### config.mk
export PLATFORM = sky130hd
export DESIGN_NAME = merge_pass_sequencer
export DESIGN_NICKNAME = d
export VERILOG_FILES = /design/src/rtl/merge_pass_sequencer.sv
export SDC_FILE = /design/constraint.sdc
export NUM_CORES = 1
export LEC_CHECK = 0
export BUFFER_PORTS_ARGS = -buffer_cell sky130_fd_sc_hd__buf_2
export CORE_AREA = 3 3 204 206
export DETAILED_ROUTE_END_ITERATION = 12
export DIE_AREA = 0 0 207 209
export PLACE_DENSITY = 0.83
export SLEW_MARGIN = 10
export SYNTH_ARGS = -nofsm -noshare
export SYNTH_HDL_FRONTEND = slang
export SYNTH_SLANG_ARGS = --single-unit
export TNS_END_PERCENT = 50
### constraint.sdc
create_clock -name aclk -period 35 [get_ports aclk]
set_input_delay 1.75 -clock aclk [delete_from_list [all_inputs] [get_ports aclk]]
set_output_delay 1.75 -clock aclk [all_outputs]
set_load 0.03 [all_outputs]
### src/rtl/merge_pass_sequencer.sv
// Multi-pass scheduler for the merger-tree sort kernel.
// Issues num_pass merge passes, ping-ponging between out and tmp buffers.
module merge_pass_sequencer #(
  parameter int C_ADDR_WIDTH      = 64,
  parameter int C_XFER_SIZE_WIDTH = 64,
  parameter int C_LOG2_LEAVES     = 5,
  parameter int C_INIT_RUN_BYTES  = 64
) (
  input  logic                         aclk,
  input  logic                         areset,
  input  logic                         ap_start,
  input  logic [7:0]                   num_pass,
  input  logic [C_XFER_SIZE_WIDTH-1:0] xfer_size_in_bytes,
  input  logic [C_ADDR_WIDTH-1:0]      in_addr_offset,
  input  logic [C_ADDR_WIDTH-1:0]      out_addr_offset,
  input  logic [C_ADDR_WIDTH-1:0]      tmp_addr_offset,
  input  logic                         pass_done,
  output logic                         pass_start,
  output logic [C_ADDR_WIDTH-1:0]      pass_rd_addr,
  output logic [C_ADDR_WIDTH-1:0]      pass_wr_addr,
  output logic [C_XFER_SIZE_WIDTH-1:0] pass_run_bytes,
  output logic [C_XFER_SIZE_WIDTH-1:0] pass_size,
  output logic [7:0]                   pass_idx,
  output logic                         busy,
  output logic                         ap_done
);

  localparam int XW = C_XFER_SIZE_WIDTH;
  localparam int RW = C_XFER_SIZE_WIDTH + C_LOG2_LEAVES;
  localparam logic [XW-1:0] LP_INIT = XW'(C_INIT_RUN_BYTES);

  typedef enum logic [2:0] {
    S_IDLE,
    S_LOAD,
    S_ISSUE,
    S_WAIT,
    S_FINISH
  } state_t;

  state_t r_state;
  state_t w_next;

  logic [7:0]              r_num_pass;
  logic [XW-1:0]           r_size;
  logic [C_ADDR_WIDTH-1:0] r_in;
  logic [C_ADDR_WIDTH-1:0] r_out;
  logic [C_ADDR_WIDTH-1:0] r_tmp;
  logic [C_ADDR_WIDTH-1:0] r_rd;
  logic [C_ADDR_WIDTH-1:0] r_wr;
  logic [XW-1:0]           r_run;
  logic [7:0]              r_idx;
  logic                    r_wr_out;

  logic          w_zero;
  logic          w_last;
  logic [RW-1:0] w_run_wide;
  logic [RW-1:0] w_size_wide;
  logic [XW-1:0] w_run_next;
  logic [XW-1:0] w_run_init;

  assign w_zero = (r_num_pass == 8'd0) || (r_size == '0);
  assign w_last = (r_idx == (r_num_pass - 8'd1));

  // Widened shift so a run near the top of the range cannot wrap.
  assign w_run_wide  = {{C_LOG2_LEAVES{1'b0}}, r_run} << C_LOG2_LEAVES;
  assign w_size_wide = {{C_LOG2_LEAVES{1'b0}}, r_size};
  assign w_run_next  = (w_run_wide > w_size_wide) ?
                       r_size : w_run_wide[XW-1:0];
  assign w_run_init  = (r_size < LP_INIT) ? r_size : LP_INIT;

  always_ff @(posedge aclk or posedge areset) begin
    if (areset) begin
      r_state <= S_IDLE;
    end else begin
      r_state <= w_next;
    end
  end

  always_comb begin
    w_next = r_state;
    case (r_state)
      S_IDLE: begin
        if (ap_start) w_next = S_LOAD;
      end
      S_LOAD: begin
        w_next = w_zero ? S_FINISH : S_ISSUE;
      end
      S_ISSUE: begin
        w_next = S_WAIT;
      end
      S_WAIT: begin
        if (pass_done) w_next = w_last ? S_FINISH : S_ISSUE;
      end
      S_FINISH: begin
        w_next = S_IDLE;
      end
      default: begin
        w_next = S_IDLE;
      end
    endcase
  end

  always_ff @(posedge aclk or posedge areset) begin
    if (areset) begin
      r_num_pass <= '0;
      r_size     <= '0;
      r_in       <= '0;
      r_out      <= '0;
      r_tmp      <= '0;
      r_rd       <= '0;
      r_wr       <= '0;
      r_run      <= '0;
      r_idx      <= '0;
      r_wr_out   <= 1'b0;
    end else begin
      case (r_state)
        S_IDLE: begin
          if (ap_start) begin
            r_num_pass <= num_pass;
            r_size     <= xfer_size_in_bytes;
            r_in       <= in_addr_offset;
            r_out      <= out_addr_offset;
            r_tmp      <= tmp_addr_offset;
          end
        end
        S_LOAD: begin
          if (!w_zero) begin
            // Odd pass count means pass 0 already targets out.
            r_idx    <= 8'd0;
            r_rd     <= r_in;
            r_run    <= w_run_init;
            r_wr_out <= r_num_pass[0];
            r_wr     <= r_num_pass[0] ? r_out : r_tmp;
          end
        end
        S_WAIT: begin
          if (pass_done && !w_last) begin
            r_idx    <= r_idx + 8'd1;
            r_rd     <= r_wr;
            r_wr_out <= ~r_wr_out;
            r_wr     <= r_wr_out ? r_tmp : r_out;
            r_run    <= w_run_next;
          end
        end
        default: begin
        end
      endcase
    end
  end

  assign pass_start     = (r_state == S_ISSUE);
  assign ap_done        = (r_state == S_FINISH);
  assign busy           = (r_state != S_IDLE);
  assign pass_rd_addr   = r_rd;
  assign pass_wr_addr   = r_wr;
  assign pass_run_bytes = r_run;
  assign pass_size      = r_size;
  assign pass_idx       = r_idx;

endmodule

== Word-level counts from Yosys, hierarchy flattened ==
Index checks and enable logic that the tools add are counted.

* Flip-flop bits (word level): 468
* Latch bits: 0
* RAM bits: 0
* Memory bits (read-only): 0
* Output and inout port bits: 267
* Word-level logic and storage cells: 60
* Memories: 0

* Add/subtract/negate cells: 2
* $mul: 0
* Divide/modulo/power cells: 0
* Order comparisons: 2
* Equality and inequality tests: 9
* Shifts and indexed selects: 0
* Mux-type cells: 24
* Bitwise logic cells: 1
* Reduce and logical (&&, ||, !) cells: 11

{| class="wikitable"
|+ Operators with widths
! kind !! number
|-
| 2-to-1 mux 64 bit || 10
|-
| one-hot mux 64 bit (2 select lines) || 3
|-
| greater-than comparator 69 x 64 -> 1 bit || 1
|-
| zero test 64 bit || 1
|-
| < comparator 64 x 7 -> 1 bit, second input constant || 1
|-
| 2-to-1 mux 8 bit || 2
|-
| one-hot mux 8 bit (2 select lines) || 1
|-
| 2-to-1 mux 3 bit || 4
|-
| one-hot mux 3 bit (4 select lines) || 1
|-
| adder 8 x 1 -> 8 bit, second input constant || 1
|-
| equality test 8 bit || 1
|-
| zero test 8 bit || 1
|-
| != test 2 bit, second input constant || 4
|-
| subtractor 8 x 1 -> 8 bit, second input constant || 1
|-
| equality test 3 x 2 -> 1 bit, second input constant || 2
|-
| AND reduction 2 bit || 2
|-
| equality test 3 x 1 -> 1 bit, second input constant || 1
|-
| equality test 3 bit, second input constant || 1
|-
| zero test 3 bit || 1
|-
| AND reduction 3 bit || 1
|-
| nonzero test 3 bit || 1
|-
| 2-to-1 mux 1 bit || 2
|-
| one-hot mux 1 bit (2 select lines) || 1
|-
| nonzero test 2 bit || 1
|-
| 4 further kinds || 4
|}

== Logic depth before layout (Yosys ltp) ==
* Depth after elaboration: 6
* Mapped depth: 13
* Depth with buffers taken out: 10

== Worst setup path before layout ==
OpenSTA, ideal clock, no wires.

* Path type: input-to-reg
* Start: in ap_start
* End: reg r_tmp[10]
* Data arrival time: 3.112 ns
* Data required time: 34.875 ns
* Slack: 31.763 ns
* Stages on the path: 5
* Path buffers: 2
* Path through: inv_1 nor2_1 clkbuf_1 buf_1 mux2_2

* Longest elaborated chain between the ends: 1

{| class="wikitable"
|+ RTL lines
! element !! line !! text
|-
| start: declaration || 11 || <nowiki>input logic ap_start,</nowiki>
|-
| AND reduction 2 bit (no line) || - ||
|-
| end signal: assignment || 123 || <nowiki>r_tmp <= tmp_addr_offset;</nowiki>
|-
| end: declaration || 47 || <nowiki>logic [C_ADDR_WIDTH-1:0] r_tmp;</nowiki>
|}

Every way passes these cells.
A chain may end at the register's enable or synchronous reset.

== Worst setup path in the final report ==
* Start: reg r_size[8] (netlist: pass_size[8])
* End: reg r_rd[60] (netlist: pass_rd_addr[60])

* Longest elaborated chain between the ends: 4

{| class="wikitable"
|+ RTL lines
! element !! line !! text
|-
| start: declaration || 44 || <nowiki>logic [XW-1:0] r_size;</nowiki>
|-
| start signal: assignment || 120 || <nowiki>r_size <= xfer_size_in_bytes;</nowiki>
|-
| zero test 64 bit || 61 || <nowiki>assign w_zero = (r_num_pass == 8'd0) || (r_size == '0);</nowiki>
|-
| logical OR 1 bit || 61 ||
|-
| != test 2 bit (no line) || - ||
|-
| AND reduction 3 bit (no line) || - ||
|-
| end signal: assignment || 130 || <nowiki>r_rd <= r_in;</nowiki>
|-
| end signal: assignment || 139 || <nowiki>r_rd <= r_wr;</nowiki>
|-
| end: declaration || 48 || <nowiki>logic [C_ADDR_WIDTH-1:0] r_rd;</nowiki>
|}

Every way passes these cells.

==> impl_metrics.csv <==
group,metric,value,unit
power,peakVddDrop,0.0000701,V
setup_path,cpMaxStageDelayCell,"buf_4",
power,pwr_density_cell,102,nW/um^2
logic_synthesis,synth_enable_flop_cells,0,
logic_synthesis,synth_area_leader_cell,"dfrtp_1",
sta,fin_crit,4.85,ns
finish,num-fill-cells,3001,
sta,skew,0.0353,ns
global_route,grt_pass1_vias,16900,
clock_network,clock_sinks,468,
drt,drc,0,
setup_path,end_kind,"flop",
logic_synthesis,syn_area,20700,um^2
sta,max_freq,206,MHz
sta,min_period_over_period,13.9,%
logic_synthesis,synth_nets,2076,
setup_path,crit_path_max_incr_delay,0.88,ns
worst_hold_path,holdPathStages,2,
sta,rsz0062_at_grt,"no",
power,p_leak,12.7,nW
drt,ant_nets,0,
drt,first_iter_violations,1320,
logic_synthesis,syn_inst,1746,
sta,finalHoldViolations,0,
global_route,track_usage,28.3,%
sta,setup_tns,0,ns
logic_synthesis,synthArstFlopShare,100,%
logic_synthesis,yosysTopAreaCellShare,56.5,%
die,core,39800,um^2
setup_path,worst-path-buf-inv,2,
run_status,status,"finished clean",
logic_synthesis,ys.flop_type,"dfrtp_1",
drt,detail_route.wl_per_cell,22.2,um
logic_synthesis,synth.most_common_cell,"dfrtp_1",
logic_synthesis,ys_seq_area_share,56.5,%
finish,multi_input_area,8350,um^2
finish,drive_gt1_share,37.0,%
finish,seq_area,11700,um^2
sta,finalSetupViolations,0,
setup_path,critPathMaxFanout,116,
die,rows,73,
finish,nets,2578,
die,die-area,43300,um^2
clock_network,cts_tree,"built",
global_route,grt_pass1_wl,97.2,mm
setup_path,cp.required,35.40,ns
finish,final_area,25400,um^2
clock_network,clk_pin_slew,0.06,ns
setup_path,cp-start-kind,"flop",
die,die_x,207,um
setup_path,critical_path.cell_chain,"nor4_1 -> nand4_1 -> nor4_1 -> a211oi_1 -> a21oi_4 -> buf_4 -> buf_4 -> o21ai_0",
placement,dp_hpwl,44.7,mm
logic_synthesis,synth_top_cells_by_count,"468 x dfrtp_1, 220 x nand2_1, 209 x o21ai_0",
clock_network,cts_buffers,48,
drt,wl,62.7,mm
sta,whs,0.474,ns
die,ios,535,
setup_path,reg2reg_setup_slack,30.15,ns
logic_synthesis,synth.avg_cell_area,11.9,um^2
drt,drt-vias-per-instance,5.68,
clock_network,clk_latency,0.60,ns
setup_path,worst_r2r_path_depth,8,
logic_synthesis,synthTopCellsByArea,"dfrtp_1 57%, mux2_2 11%, mux2i_1 6.3%",
logic_synthesis,synth_cell_type_count,50,
setup_path,critical-path-top-delay-family,"buffers and inverters",
finish,syn_to_final_growth,22.7,%
power,total_power,2.59,mW
sta,tightest_slew,1.17,ns
flow_run,max_cap_viol_count,0,
clock_network,clock-root-buffer,"clkbuf_16",
worst_hold_path,hp-start,"pass_rd_addr[31]",
setup_path,timing.rr.start,"pass_size[8]",
clock_network,h-tree-depth,2,
global_route,grt-ovfl-total,0,
die,die_h,209,um
drt,vias,16000,
clock_network,cts_resized,0,
logic_synthesis,ys_seq_elements,468,
finish,final_cells,2826,
sta,slew_viol_final,0,
global_route,antenna_found_initial,21,
clock_network,postCtsSetupBuffers,0,
logic_synthesis,yosys_warnings,0,
setup_path,r2r_end,"pass_rd_addr[60]",
clock_network,ctsLongestPathBuffers,3,
worst_hold_path,whs_endpoint,"pass_rd_addr[31]",
global_route,grt_max_degree,129,
setup_path,critical_path_arrival,5.25,ns
sta,slew_headroom,22.3,%
placement,dp.cells,2723,
clock_network,cts_hold_buf,0,
placement,port_buffers,534,
placement,dpl_cell_area,23800,um^2
placement,gp_congestion,0.918,
setup_path,crit_type,"reg2reg",
drt,dr.pass1.iters,5,
worst_hold_path,hold_path.class,"reg2reg",
die,start_util,52.0,%
## layer usage
layer	GRT usage, %	vias up	routed length (um)
met4	12.6	16	2510
met1	33.4	7908	23000
met3	8.74	153	5980
met2	48.0	747	31100
met5	0	-	92
li1	-	7223	-
## layout make-up
type / instances / area share [%]
repair buffers: 551 / 11.0
well taps: 525 / 2.58
inverters: 66 / 1.00
clock inverters: 21 / 1.04
diodes: 15 / 0.148
flip-flops and latches: 468 / 46.1
clock buffers: 67 / 5.28
multi-input cells: 1113 / 32.9
## sequential cells by signal, indices dropped and copies added (netlist names)
name            count
pass_rd_addr       64
pass_run_bytes     64
pass_size          64
pass_wr_addr       64
r_in               64
r_out              64
r_tmp              64
pass_idx            8
r_num_pass          8
r_state             3
r_wr_out            1
## per-stage QoR
| step | utilization, % | setup WS, ns |
|---|---|---|
| after detailed placement | 59.7 | 29.75 |
| after floorplan | - | 20.20 |
| after global placement | 59.7 | 29.83 |
| after global routing | 63.8 | 29.97 |
| after CTS | 63.7 | 30.26 |
| final | 63.8 | 30.15 |
## cells by family after synthesis
family,Yosys count,synth area share (%)
DFF,468,56.5
muxes,333,17.3
and+or+nand+nor,368,8.23
AOI/OAI and AO/OA,340,10.4
adders and majority gates,62,3.75
xor gates and xnor gates,10,0.423
buffers and inverters,165,3.31
## tightest hold or removal path: cells and delay by family (launching register included)
family / cells / cell delay, ns
flops: 1 / 0.34
compound gates: 1 / 0.06
simple gates: 1 / 0.04
## worst max-delay path by stage
stage,cells after the start,endpoint,from,slack (ns)
6_report,8,pass_rd_addr[60],pass_size[8],30.15
5_1_grt,10,r_wr_out,pass_size[16],29.97
4_1_cts,8,pass_rd_addr[60],pass_size[54],30.26
3_5_place_dp,5,pass_wr_addr[44],areset,29.75
3_3_place_gp,5,pass_rd_addr[43],areset,29.83
2_1_floorplan,1,pass_idx[0],areset,20.20
## power by group
| part | total [mW] | switching, mW | internal [mW] |
|---|---|---|---|
| clock network | 0.519 | 0.220 | 0.300 |
| logic | 1.10 | 0.699 | 0.403 |
| registers | 0.966 | 0.186 | 0.780 |
## cells in the final DEF, fill, tap and decap left out, types with 3 or more instances in the layout
master     synthesis  final
a211oi_1           6      6
a21o_1            10     10
a21oi_1           30     30
a221o_1           58     58
a22o_1             5      5
a22oi_1            3      3
and2_0            13     13
and2_1            45     45
and3_1             3      3
buf_2             26    534
buf_4              1     17
bufinv_16          0      4
clkbuf_1          64     12
clkbuf_16          0     48
clkbuf_8           0      7
clkinv_2           0     12
dfrtp_1          468    468
diode_2            0     15
ha_1              62     62
inv_1             66     65
mux2_2           203    203
mux2i_1          130    130
nand2_1          220    219
nand3_1           18     18
nand4_1           18     18
nor2_1            14     13
nor3_1             6      6
nor3b_1            3      3
nor4_1            18     18
o21ai_0          209    208
o21ai_1            3      3
xnor2_1            5      5
xor2_1             5      5
Power figures use the tool's default switching activity.
